$ cat config.mk
export PLATFORM = sky130hd
export DESIGN_NAME = font_loader_flat
export DESIGN_NICKNAME = d
export VERILOG_FILES = /design/src/rtl/font_pkg.sv /design/src/rtl/font_loader_if.sv /design/src/rtl/font_loader.sv /design/src/flat_wrapper.sv
export SDC_FILE = /design/constraint.sdc
export NUM_CORES = 1
export LEC_CHECK = 0
export CORE_MARGIN = 3
export CORE_UTILIZATION = 45
export CTS_CLUSTER_DIAMETER = 40
export CTS_CLUSTER_SIZE = 16
export DETAILED_ROUTE_END_ITERATION = 16
export PLACE_DENSITY_LB_ADDON = 0.2
export SKIP_CTS_REPAIR_TIMING = 1
export SYNTH_ARGS = -nofsm -noshare
export SYNTH_HDL_FRONTEND = slang
export SYNTH_SLANG_ARGS = --single-unit
$ cat constraint.sdc
create_clock -name clk -period 3 [get_ports clk]
set_input_delay 0.75 -clock clk [delete_from_list [all_inputs] [get_ports clk]]
set_output_delay 0.75 -clock clk [all_outputs]
set_load 0.01 [all_outputs]
$ cat src/rtl/font_pkg.sv
// Shared constants and types for the font loading path: staging-buffer
// geometry, character-generator SPRAM geometry and the loader state encoding.
package font_pkg;

  localparam int         FONT_WORDS     = 256;
  localparam int         FONT_AW        = 8;
  localparam int         SPRAM_AW       = 14;
  localparam logic [3:0] SPRAM_MASK_ALL = 4'b1111;

  typedef enum logic [1:0] {
    IDLE,
    XFER,
    DONE
  } state_t;

endpackage

$ cat src/rtl/font_loader_if.sv
// Bus bundle between the font loader, the staging buffer read port and the
// shared character-generator SPRAM. The master side is the loader.
interface font_loader_if #(
  parameter int AW = font_pkg::SPRAM_AW
);

  logic          fb_rd;
  logic [7:0]    fb_rd_addr;
  logic [15:0]   fb_rd_data;
  logic          spram_req;
  logic          spram_gnt;
  logic          spram_we;
  logic [AW-1:0] spram_addr;
  logic [15:0]   spram_wdata;
  logic [3:0]    spram_maskwe;

  modport master (
    output fb_rd,
    output fb_rd_addr,
    input  fb_rd_data,
    output spram_req,
    input  spram_gnt,
    output spram_we,
    output spram_addr,
    output spram_wdata,
    output spram_maskwe
  );

  modport slave (
    input  fb_rd,
    input  fb_rd_addr,
    output fb_rd_data,
    input  spram_req,
    output spram_gnt,
    input  spram_we,
    input  spram_addr,
    input  spram_wdata,
    input  spram_maskwe
  );

endinterface

$ cat src/rtl/font_loader.sv
// Copies COUNT words from the font staging buffer into character-generator
// SPRAM starting at a caller-supplied base address. SPRAM is shared with the
// character generator, so every read and write is gated by the grant; while
// the grant is low nothing advances and the buffer holds its last read data,
// which keeps the one-word read-to-write pipeline intact across stalls.
module font_loader
  import font_pkg::*;
#(
  parameter int COUNT    = FONT_WORDS,
  parameter int SPRAM_AW = font_pkg::SPRAM_AW
) (
  input  logic                clk,
  input  logic                rst_n,
  input  logic                start,
  input  logic [SPRAM_AW-1:0] base,
  output logic                busy,
  output logic                done,
  font_loader_if.master       bus
);

  localparam logic [8:0] COUNT_W = 9'(COUNT);

  state_t              state;
  state_t              state_nx;
  logic [SPRAM_AW-1:0] base_q;
  logic [8:0]          rd_idx;
  logic [8:0]          wr_idx;
  logic                pend;
  logic                rd_fire;
  logic                wr_fire;
  logic                req;

  // Next-state and strobe decode; reads and writes only fire while granted,
  // and the final write moves straight to the one-cycle DONE state.
  always_comb begin
    state_nx = state;
    busy     = 1'b0;
    done     = 1'b0;
    req      = 1'b0;
    rd_fire  = 1'b0;
    wr_fire  = 1'b0;
    case (state)
      IDLE: begin
        if (start) state_nx = XFER;
      end
      XFER: begin
        busy    = 1'b1;
        req     = 1'b1;
        rd_fire = bus.spram_gnt && (rd_idx < COUNT_W);
        wr_fire = bus.spram_gnt && pend;
        if (wr_fire && (wr_idx == COUNT_W - 9'd1)) state_nx = DONE;
      end
      DONE: begin
        busy     = 1'b1;
        done     = 1'b1;
        state_nx = IDLE;
      end
      default: state_nx = IDLE;
    endcase
  end

  assign bus.spram_req    = req;
  assign bus.fb_rd        = rd_fire;
  assign bus.fb_rd_addr   = rd_idx[7:0];
  assign bus.spram_we     = wr_fire;
  assign bus.spram_addr   = base_q + SPRAM_AW'(wr_idx);
  assign bus.spram_wdata  = bus.fb_rd_data;
  assign bus.spram_maskwe = SPRAM_MASK_ALL;

  // State register plus read/write counters; pend marks that the buffer
  // output holds a word not yet written, and it freezes while ungranted.
  always_ff @(posedge clk) begin
    if (!rst_n) begin
      state  <= IDLE;
      base_q <= '0;
      rd_idx <= '0;
      wr_idx <= '0;
      pend   <= 1'b0;
    end else begin
      state <= state_nx;
      if (state == IDLE && start) begin
        base_q <= base;
        rd_idx <= '0;
        wr_idx <= '0;
        pend   <= 1'b0;
      end
      if (rd_fire) rd_idx <= rd_idx + 9'd1;
      if (wr_fire) wr_idx <= wr_idx + 9'd1;
      if (state == XFER && bus.spram_gnt) pend <= rd_fire;
    end
  end

endmodule

$ cat src/flat_wrapper.sv
// flat-port wrapper written by rule: the top's interface ports become plain ports
module font_loader_flat import font_pkg::*;
#(
  parameter int COUNT    = FONT_WORDS,
  parameter int SPRAM_AW = font_pkg::SPRAM_AW
)
  (clk, rst_n, start, base, busy, done, bus_fb_rd, bus_fb_rd_addr, bus_fb_rd_data, bus_spram_req, bus_spram_gnt, bus_spram_we, bus_spram_addr, bus_spram_wdata, bus_spram_maskwe);
  font_loader_if #(.AW(14)) bus_i ();
  input  logic clk;
  input  logic rst_n;
  input  logic start;
  input  logic [SPRAM_AW-1:0] base;
  output logic busy;
  output logic done;
  output wire logic [$bits(bus_i.fb_rd)-1:0] bus_fb_rd;
  output wire logic [$bits(bus_i.fb_rd_addr)-1:0] bus_fb_rd_addr;
  input wire logic [$bits(bus_i.fb_rd_data)-1:0] bus_fb_rd_data;
  output wire logic [$bits(bus_i.spram_req)-1:0] bus_spram_req;
  input wire logic [$bits(bus_i.spram_gnt)-1:0] bus_spram_gnt;
  output wire logic [$bits(bus_i.spram_we)-1:0] bus_spram_we;
  output wire logic [$bits(bus_i.spram_addr)-1:0] bus_spram_addr;
  output wire logic [$bits(bus_i.spram_wdata)-1:0] bus_spram_wdata;
  output wire logic [$bits(bus_i.spram_maskwe)-1:0] bus_spram_maskwe;
  assign bus_fb_rd = bus_i.fb_rd;
  assign bus_fb_rd_addr = bus_i.fb_rd_addr;
  assign bus_i.fb_rd_data = bus_fb_rd_data;
  assign bus_spram_req = bus_i.spram_req;
  assign bus_i.spram_gnt = bus_spram_gnt;
  assign bus_spram_we = bus_i.spram_we;
  assign bus_spram_addr = bus_i.spram_addr;
  assign bus_spram_wdata = bus_i.spram_wdata;
  assign bus_spram_maskwe = bus_i.spram_maskwe;
  font_loader #(.COUNT(COUNT), .SPRAM_AW(SPRAM_AW)) u_core (.clk(clk), .rst_n(rst_n), .start(start), .base(base), .busy(busy), .done(done), .bus(bus_i));
endmodule
==> impl_metrics.toml, run 1 <==
[setup_path]
critPathLaunchType = "flip-flop"
endpoint_kind = "primary output"
timing.critical_path.fanout_max = 3
cp_data_arrival_time_ns = 2.08
required_ns = 2.25
setup.worst_path.class = "reg -> out"

[clock_network]
ctsRootBufferMaster = "sky130_fd_sc_hd__clkbuf_8"
h-tree-depth = 2
clkSinkCount = 35
insertion_delay_ns = 0.28
clock_buffer_count_from_cts = 5
cts_tree = "built"
clkSlewWorstSetupHoldPaths_ns = 0.07
max-clock-path-buffers = 2

[layout]
final_cell_mix = "sky130_fd_sc_hd__nand2_1, sky130_fd_sc_hd__clkdlybuf4s50_1, sky130_fd_sc_hd__dfxtp_1, sky130_fd_sc_hd__a21oi_1, sky130_fd_sc_hd__nor2_1"
most_common_cell_after_layout_fill_and_taps_aside = "sky130_fd_sc_hd__nand2_1"
final_nets = 373
multiInputGateArea_mm2 = 0.001252
final-seq-area_um2 = 703.2
antennaDiodeCount = 0
area_delta_synth_final_pct = 26.92
n_fill_cell = 405
layoutNonFillerInstCount = 388
final_cell_area_mm2 = 0.002790
postLayoutCoreUtil = 0.6153
post_route_cells_drive_above_1_share = 0.1393

[drt]
drt_wl_total_um = 4801
topRoutingLayerUsed = "met4"
via_count = 1951
wire_per_inst_um = 12.37
drtAntennaViolNets = 0
drtPass1Iterations = 11
wl_met3_um = 228
met2_length_um = 2239
remaining_drc_errors = 1
detail_route.wirelength.met1_um = 2293
initialDrtViolationCount = 45
viasPerCell = 5.028

[yosys]
yosysWarningCount = 0
synthesis.area_per_instance_um2 = 7.714
synth-seq-area-share = 0.3187
synth_cell_area_mm2 = 0.002198
synth_seq_cells = 35
netlist_instances = 285
synth_cell_type_count = 39

[floorplanning]
floorplan.die.width_um = 75.90
rows = 24
io-pin-count = 81
design.core.area_mm2 = 0.004534
height_of_the_die_um = 75.90
starting_density_of_the_core = 0.4848
floorplan.die_area_mm2 = 0.005760

[run_status]
failed_checks = "design-rule violations"
outcome = "finished, violations left"

[sta]
post-route-period-util = 0.9450
achievable-frequency_mhz = 352.7
post-route-worst-setup-slack_ns = 0.1650
unrepaired_setup_endpoints_after_global_routing = "no"
hold_viol_final = 0
setup_viol = 0
final_max_slew_viol_count = 0
final.setup_skew_ns = 0.005587
post-route-min-period_ns = 2.835

[power]
switching_share = 0.2692
power.internal_uw = 797.6
overall_power_after_layout_mw = 1.091
power_frac_seq = 0.458
p_sw_uw = 293.9
p_per_area_mw_per_mm2 = 391.2
power.leakage_nw = 1.234
pwr-share-comb = 0.197
clock_power_share = 0.345
worst_ir_drop_vdd_mv = 0.2906

[place]
dpl.hpwl_um = 3509
port_buffers = 44
post-place-cells = 379
dpl_cell_area_mm2 = 0.002626
globalplace.congestion = 0.8400
pre_cts_ws_ns = -0.03715

[run]
max-cap-violations = 0

[global_route]
grt_pass1_wl_um = 7941
grt_remaining_overflow = 0
largest_net_degree_at_the_start_of_global_routing = 31
global_route_total_usage_across_every_layer = 0.1774
antenna_found_initial = 0
number_of_global_route_vias_before_repair = 1801

[worst_hold_path]
min-delay-path-class = "reg -> reg"
-- Yosys cell counts --
| master | n | share of area |
|---|---|---|
| sky130_fd_sc_hd__buf_4 | 28 | 0.096 |
| sky130_fd_sc_hd__dfxtp_1 | 35 | 0.32 |
| sky130_fd_sc_hd__nand3b_1 | 1 | 0.0034 |
| sky130_fd_sc_hd__a21boi_0 | 2 | 0.0068 |
| sky130_fd_sc_hd__buf_2 | 3 | 0.0068 |
| sky130_fd_sc_hd__conb_1 | 1 | 0.0017 |
| sky130_fd_sc_hd__and4_2 | 1 | 0.0046 |
| sky130_fd_sc_hd__or2_2 | 1 | 0.0028 |
| sky130_fd_sc_hd__nor3_2 | 1 | 0.0046 |
| sky130_fd_sc_hd__nand2_1 | 45 | 0.077 |
| sky130_fd_sc_hd__a311oi_1 | 2 | 0.0080 |
| sky130_fd_sc_hd__nand3_1 | 15 | 0.034 |
| sky130_fd_sc_hd__mux2_2 | 2 | 0.010 |
| sky130_fd_sc_hd__inv_1 | 13 | 0.022 |
| sky130_fd_sc_hd__nand4_1 | 1 | 0.0028 |
| sky130_fd_sc_hd__o21ai_0 | 13 | 0.030 |
| sky130_fd_sc_hd__clkbuf_1 | 5 | 0.0085 |
| sky130_fd_sc_hd__nor3_1 | 5 | 0.011 |
| sky130_fd_sc_hd__a21oi_1 | 31 | 0.071 |
| sky130_fd_sc_hd__nor2b_1 | 4 | 0.011 |
| sky130_fd_sc_hd__o2111ai_1 | 1 | 0.0040 |
| sky130_fd_sc_hd__nor3b_1 | 1 | 0.0034 |
| sky130_fd_sc_hd__fa_1 | 1 | 0.0091 |
| sky130_fd_sc_hd__ha_1 | 16 | 0.091 |
| sky130_fd_sc_hd__a221o_2 | 1 | 0.0051 |
| sky130_fd_sc_hd__o211ai_1 | 1 | 0.0034 |
| sky130_fd_sc_hd__nor2_1 | 21 | 0.036 |
| sky130_fd_sc_hd__a21o_1 | 2 | 0.0068 |
| sky130_fd_sc_hd__and3_1 | 2 | 0.0057 |
| sky130_fd_sc_hd__buf_1 | 1 | 0.0017 |
| sky130_fd_sc_hd__xor2_1 | 4 | 0.016 |
| sky130_fd_sc_hd__or4b_1 | 1 | 0.0046 |
| sky130_fd_sc_hd__a211oi_1 | 1 | 0.0034 |
| sky130_fd_sc_hd__o211a_1 | 1 | 0.0046 |
| sky130_fd_sc_hd__a22oi_1 | 1 | 0.0034 |
| sky130_fd_sc_hd__o21a_1 | 2 | 0.0068 |
| sky130_fd_sc_hd__xnor2_1 | 9 | 0.036 |
| sky130_fd_sc_hd__and2_1 | 1 | 0.0028 |
| sky130_fd_sc_hd__a31oi_1 | 9 | 0.026 |
-- critical path, stage by stage, from the launching register on --
cell                             delay, ns
sky130_fd_sc_hd__dfxtp_2              0.35
sky130_fd_sc_hd__ha_4                 0.14
sky130_fd_sc_hd__inv_2                0.04
sky130_fd_sc_hd__fa_2                 0.35
sky130_fd_sc_hd__nor2b_1              0.11
sky130_fd_sc_hd__o21a_1               0.17
sky130_fd_sc_hd__o211ai_1             0.14
sky130_fd_sc_hd__a31oi_1              0.18
sky130_fd_sc_hd__xor2_1               0.14
sky130_fd_sc_hd__dlymetal6s2s_1       0.17
-- cell type report --
class / count / area share
flip-flops and latches: 35 / 0.2520
multi-input cells: 203 / 0.4489
well taps: 65 / 0.02915
repair buffers: 64 / 0.2152
clock inverters: 1 / 0.002691
clock buffers: 7 / 0.03453
inverters: 13 / 0.01749
-- stage by stage --
| step | hold WS (ns) | setup TNS (ns) |
|---|---|---|
| final | 0.4627 | 0 |
| after global routing | 0.4913 | 0 |
| after CTS | 0.4653 | -1.964 |
| after detailed placement | 0.4556 | -0.06343 |
| after global placement | 0.4476 | 0 |
| after floorplan | 0.4400 | 0 |
-- power by group through the flow --
stage	sequential (mW)	combinational, mW	clock, mW
floorplan	0.505	0.145	0
global placement	0.508	0.214	0
detailed placement	0.509	0.216	0
CTS	0.498	0.218	0.388
global route	0.501	0.243	0.408
finish	0.500	0.215	0.377
-- worst paths after layout --
kind / start / endpoint / slack (ns) / cells past startpoint
max: u_core.base_q[0] / bus_spram_addr[10] / 0.17 / 9
max reg2reg: u_core.wr_idx[1] / u_core.state[0] / 1.01 / 11
min: u_core.base_q[8] / u_core.base_q[8] / 0.46 / 2
min reg2reg: u_core.base_q[8] / u_core.base_q[8] / 0.46 / 2
-- per-layer routing --
| metal | track usage | vias to the layer above |
|---|---|---|
| met5 | 0 | - |
| met1 | 0.2446 | 885 |
| li1 | - | 1014 |
| met3 | 0.03694 | 6 |
| met2 | 0.2823 | 46 |
| met4 | 0.04466 | 0 |
-- cells by family after synthesis --
| kind of cell | Yosys count | synth area share |
|---|---|---|
| AO/OA/AOI/OAI | 67 | 0.1781 |
| multiplexers | 2 | 0.01024 |
| AND/OR/NAND/NOR | 100 | 0.2043 |
| flip-flops | 35 | 0.3187 |
| adder cells (fa/ha/maj) | 17 | 0.1002 |
| XOR/XNOR | 13 | 0.05179 |
| other | 1 | 0.001706 |
| buffers and inverters | 50 | 0.1349 |
-- sequential cells by signal, summed over array words and instances (netlist names) --
name	count
u_core.base_q	14
u_core.pend	1
u_core.rd_idx	9
u_core.state	2
u_core.wr_idx	9
Power figures use the tool's default switching activity.
==> run 2, diff against run 1 <==
--- a/config.mk
+++ b/config.mk
@@ -5,8 +5,9 @@
 export SDC_FILE = /design/constraint.sdc
 export NUM_CORES = 1
 export LEC_CHECK = 0
+export CAP_MARGIN = 20
 export CORE_MARGIN = 3
-export CORE_UTILIZATION = 45
+export CORE_UTILIZATION = 40
 export CTS_CLUSTER_DIAMETER = 40
 export CTS_CLUSTER_SIZE = 16
 export DETAILED_ROUTE_END_ITERATION = 16
==> constraint.sdc (replaced) <==
create_clock -name clk -period 2.45 [get_ports clk]
set_input_delay 0.6125 -clock clk [delete_from_list [all_inputs] [get_ports clk]]
set_output_delay 0.6125 -clock clk [all_outputs]
set_load 0.01 [all_outputs]
==> impl_metrics.toml, run 2 (synthesis gave the netlist of run 1 again) <==
[run_status]
outcome = "finished, violations left"
failed_checks = "negative setup slack"

[power]
p_sw_uw = 368.9
power.internal_uw = 920.9
worst_ir_drop_vdd_mv = 0.2959
clock_power_share = 0.316
switching_share = 0.2860
overall_power_after_layout_mw = 1.290
power_frac_seq = 0.475
pwr-share-comb = 0.209
p_per_area_mw_per_mm2 = 435.7
power.leakage_nw = 1.289

[worst_hold_path]
min-delay-path-class = "reg -> reg"

[place]
dpl.hpwl_um = 3701
post-place-cells = 400
dpl_cell_area_mm2 = 0.002765
port_buffers = 44
globalplace.congestion = 0.8659
pre_cts_ws_ns = -0.4800

[drt]
wire_per_inst_um = 12.29
via_count = 2045
drtAntennaViolNets = 0
viasPerCell = 4.976
remaining_drc_errors = 0
initialDrtViolationCount = 62
drt_wl_total_um = 5051
drtPass1Iterations = 4

[floorplanning]
floorplan.die_area_mm2 = 0.006422
design.core.area_mm2 = 0.005205
io-pin-count = 81
starting_density_of_the_core = 0.4224
floorplan.die.width_um = 80.14
rows = 26
height_of_the_die_um = 80.14

[clock_network]
h-tree-depth = 2
max-clock-path-buffers = 2
insertion_delay_ns = 0.29
clkSinkCount = 35
clkSlewWorstSetupHoldPaths_ns = 0.07
cts_tree = "built"
ctsRootBufferMaster = "sky130_fd_sc_hd__clkbuf_8"
clock_buffer_count_from_cts = 5

[layout]
largest_reg_flops = 14
final_nets = 391
final_cell_mix = "sky130_fd_sc_hd__nand2_1, sky130_fd_sc_hd__buf_4, sky130_fd_sc_hd__a21oi_1, sky130_fd_sc_hd__clkdlybuf4s50_1, sky130_fd_sc_hd__dfxtp_1"
top_regs = "u_core.base_q (14), u_core.rd_idx (9), u_core.wr_idx (9)"
layoutNonFillerInstCount = 411
n_fill_cell = 489
area_delta_synth_final_pct = 34.66
postLayoutCoreUtil = 0.5688
post_route_cells_drive_above_1_share = 0.2405
most_common_cell_after_layout_fill_and_taps_aside = "sky130_fd_sc_hd__nand2_1"
regMostFlops = "u_core.base_q"
antennaDiodeCount = 0
final_cell_area_mm2 = 0.002960

[setup_path]
endpoint_kind = "primary output"
timing.critical_path.fanout_max = 3
cp_data_arrival_time_ns = 2.13
critPathLaunchType = "flip-flop"
crit_slowest_cell = "sky130_fd_sc_hd__dfxtp_2"
cp_cell_sequence = "ha_4, inv_2, fa_2, nor2b_1, o21a_1, buf_4, a31oi_4, a21oi_2, xor2_1, buf_2"
regToRegSetupSlack_ns = 0.49
cpLargestDelayFamily = "adder cells"
cpPeakStageDelay_ns = 0.36
required_ns = 1.84
cp.buffers_inverters = 3
setup.worst_path.class = "reg -> out"

[global_route]
antenna_found_initial = 0
grt_pass1_wl_um = 7914
grt_remaining_overflow = 0
number_of_global_route_vias_before_repair = 1826
global_route_total_usage_across_every_layer = 0.1546
largest_net_degree_at_the_start_of_global_routing = 22

[sta]
post-route-period-util = 1.120
unrepaired_setup_endpoints_after_global_routing = "yes"
final.setup_skew_ns = 0.005968
setup_viol = 8
post-route-worst-setup-slack_ns = -0.2944
achievable-frequency_mhz = 364.4
post-route-min-period_ns = 2.744
hold_viol_final = 0
final_max_slew_viol_count = 0

[run]
max-cap-violations = 0
-- run 2: cell types whose count changed in the layout (fill, tap and decap cells not counted), sizes merged --
cell,before,now
dlymetal6s2s,8,5
clkdlybuf4s50,34,29
clkinv,0,1
clkbuf,8,10
buf,21,44
-- run 2: metrics by stage --
step	TNS [ns]	hold WS (ns)
global route	-2.363	0.4849
detailed placement	-3.223	0.4533
floorplan	0	0.4400
global placement	-2.787	0.4473
CTS	-6.937	0.4660
finish	-1.489	0.4619
-- run 2: final timing paths --
path	start	cells after the start	to
worst max-delay path	u_core.base_q[0]	10	bus_spram_addr[8]
worst min-delay path	u_core.base_q[7]	2	u_core.base_q[7]
worst min register to register	u_core.base_q[7]	2	u_core.base_q[7]
worst max register to register	u_core.wr_idx[1]	11	u_core.state[0]
-- run 2: power by group through the flow --
| stage | Sequential (mW) | Clock (mW) | Combinational [mW] |
|---|---|---|---|
| 2_1_floorplan | 0.618 | 0 | 0.178 |
| 3_3_place_gp | 0.621 | 0 | 0.275 |
| 3_5_place_dp | 0.622 | 0 | 0.276 |
| 4_1_cts | 0.609 | 0.425 | 0.278 |
| 5_1_grt | 0.615 | 0.447 | 0.300 |
| 6_report | 0.613 | 0.408 | 0.269 |
-- run 2: metal layers --
layer / vias to the layer above / GRT usage / routed length [um]
met4: 0 / 0.04561 / 59
met5: - / 0 / 0
met3: 10 / 0.03587 / 237
met1: 945 / 0.2021 / 2358
li1: 1050 / - / -
met2: 40 / 0.2525 / 2396
-- run 2: worst register-to-register path, cell delays in order (launching register included) --
cell and delay (ns):
sky130_fd_sc_hd__dfxtp_4 0.37, sky130_fd_sc_hd__buf_4 0.12, sky130_fd_sc_hd__ha_1 0.18, sky130_fd_sc_hd__and3_1 0.20, sky130_fd_sc_hd__nand3_1 0.13, sky130_fd_sc_hd__nor2_1 0.14, sky130_fd_sc_hd__ha_1 0.18, sky130_fd_sc_hd__nand3_1 0.10
sky130_fd_sc_hd__a21oi_1 0.20, sky130_fd_sc_hd__nor2_1 0.06, sky130_fd_sc_hd__a21oi_1 0.11, sky130_fd_sc_hd__nor2_1 0.05
-- run 2: layout make-up --
class	count	area, um2	share of cell area
Clock inverter	2	12.51	0.004227
Inverter	13	48.80	0.01648
Sequential cell	35	710.7	0.2401
Clock buffer	6	72.57	0.02451
Tap cell	70	87.58	0.02959
Multi-Input combinational cell	203	1328	0.4484
Timing Repair Buffer	82	700.7	0.2367
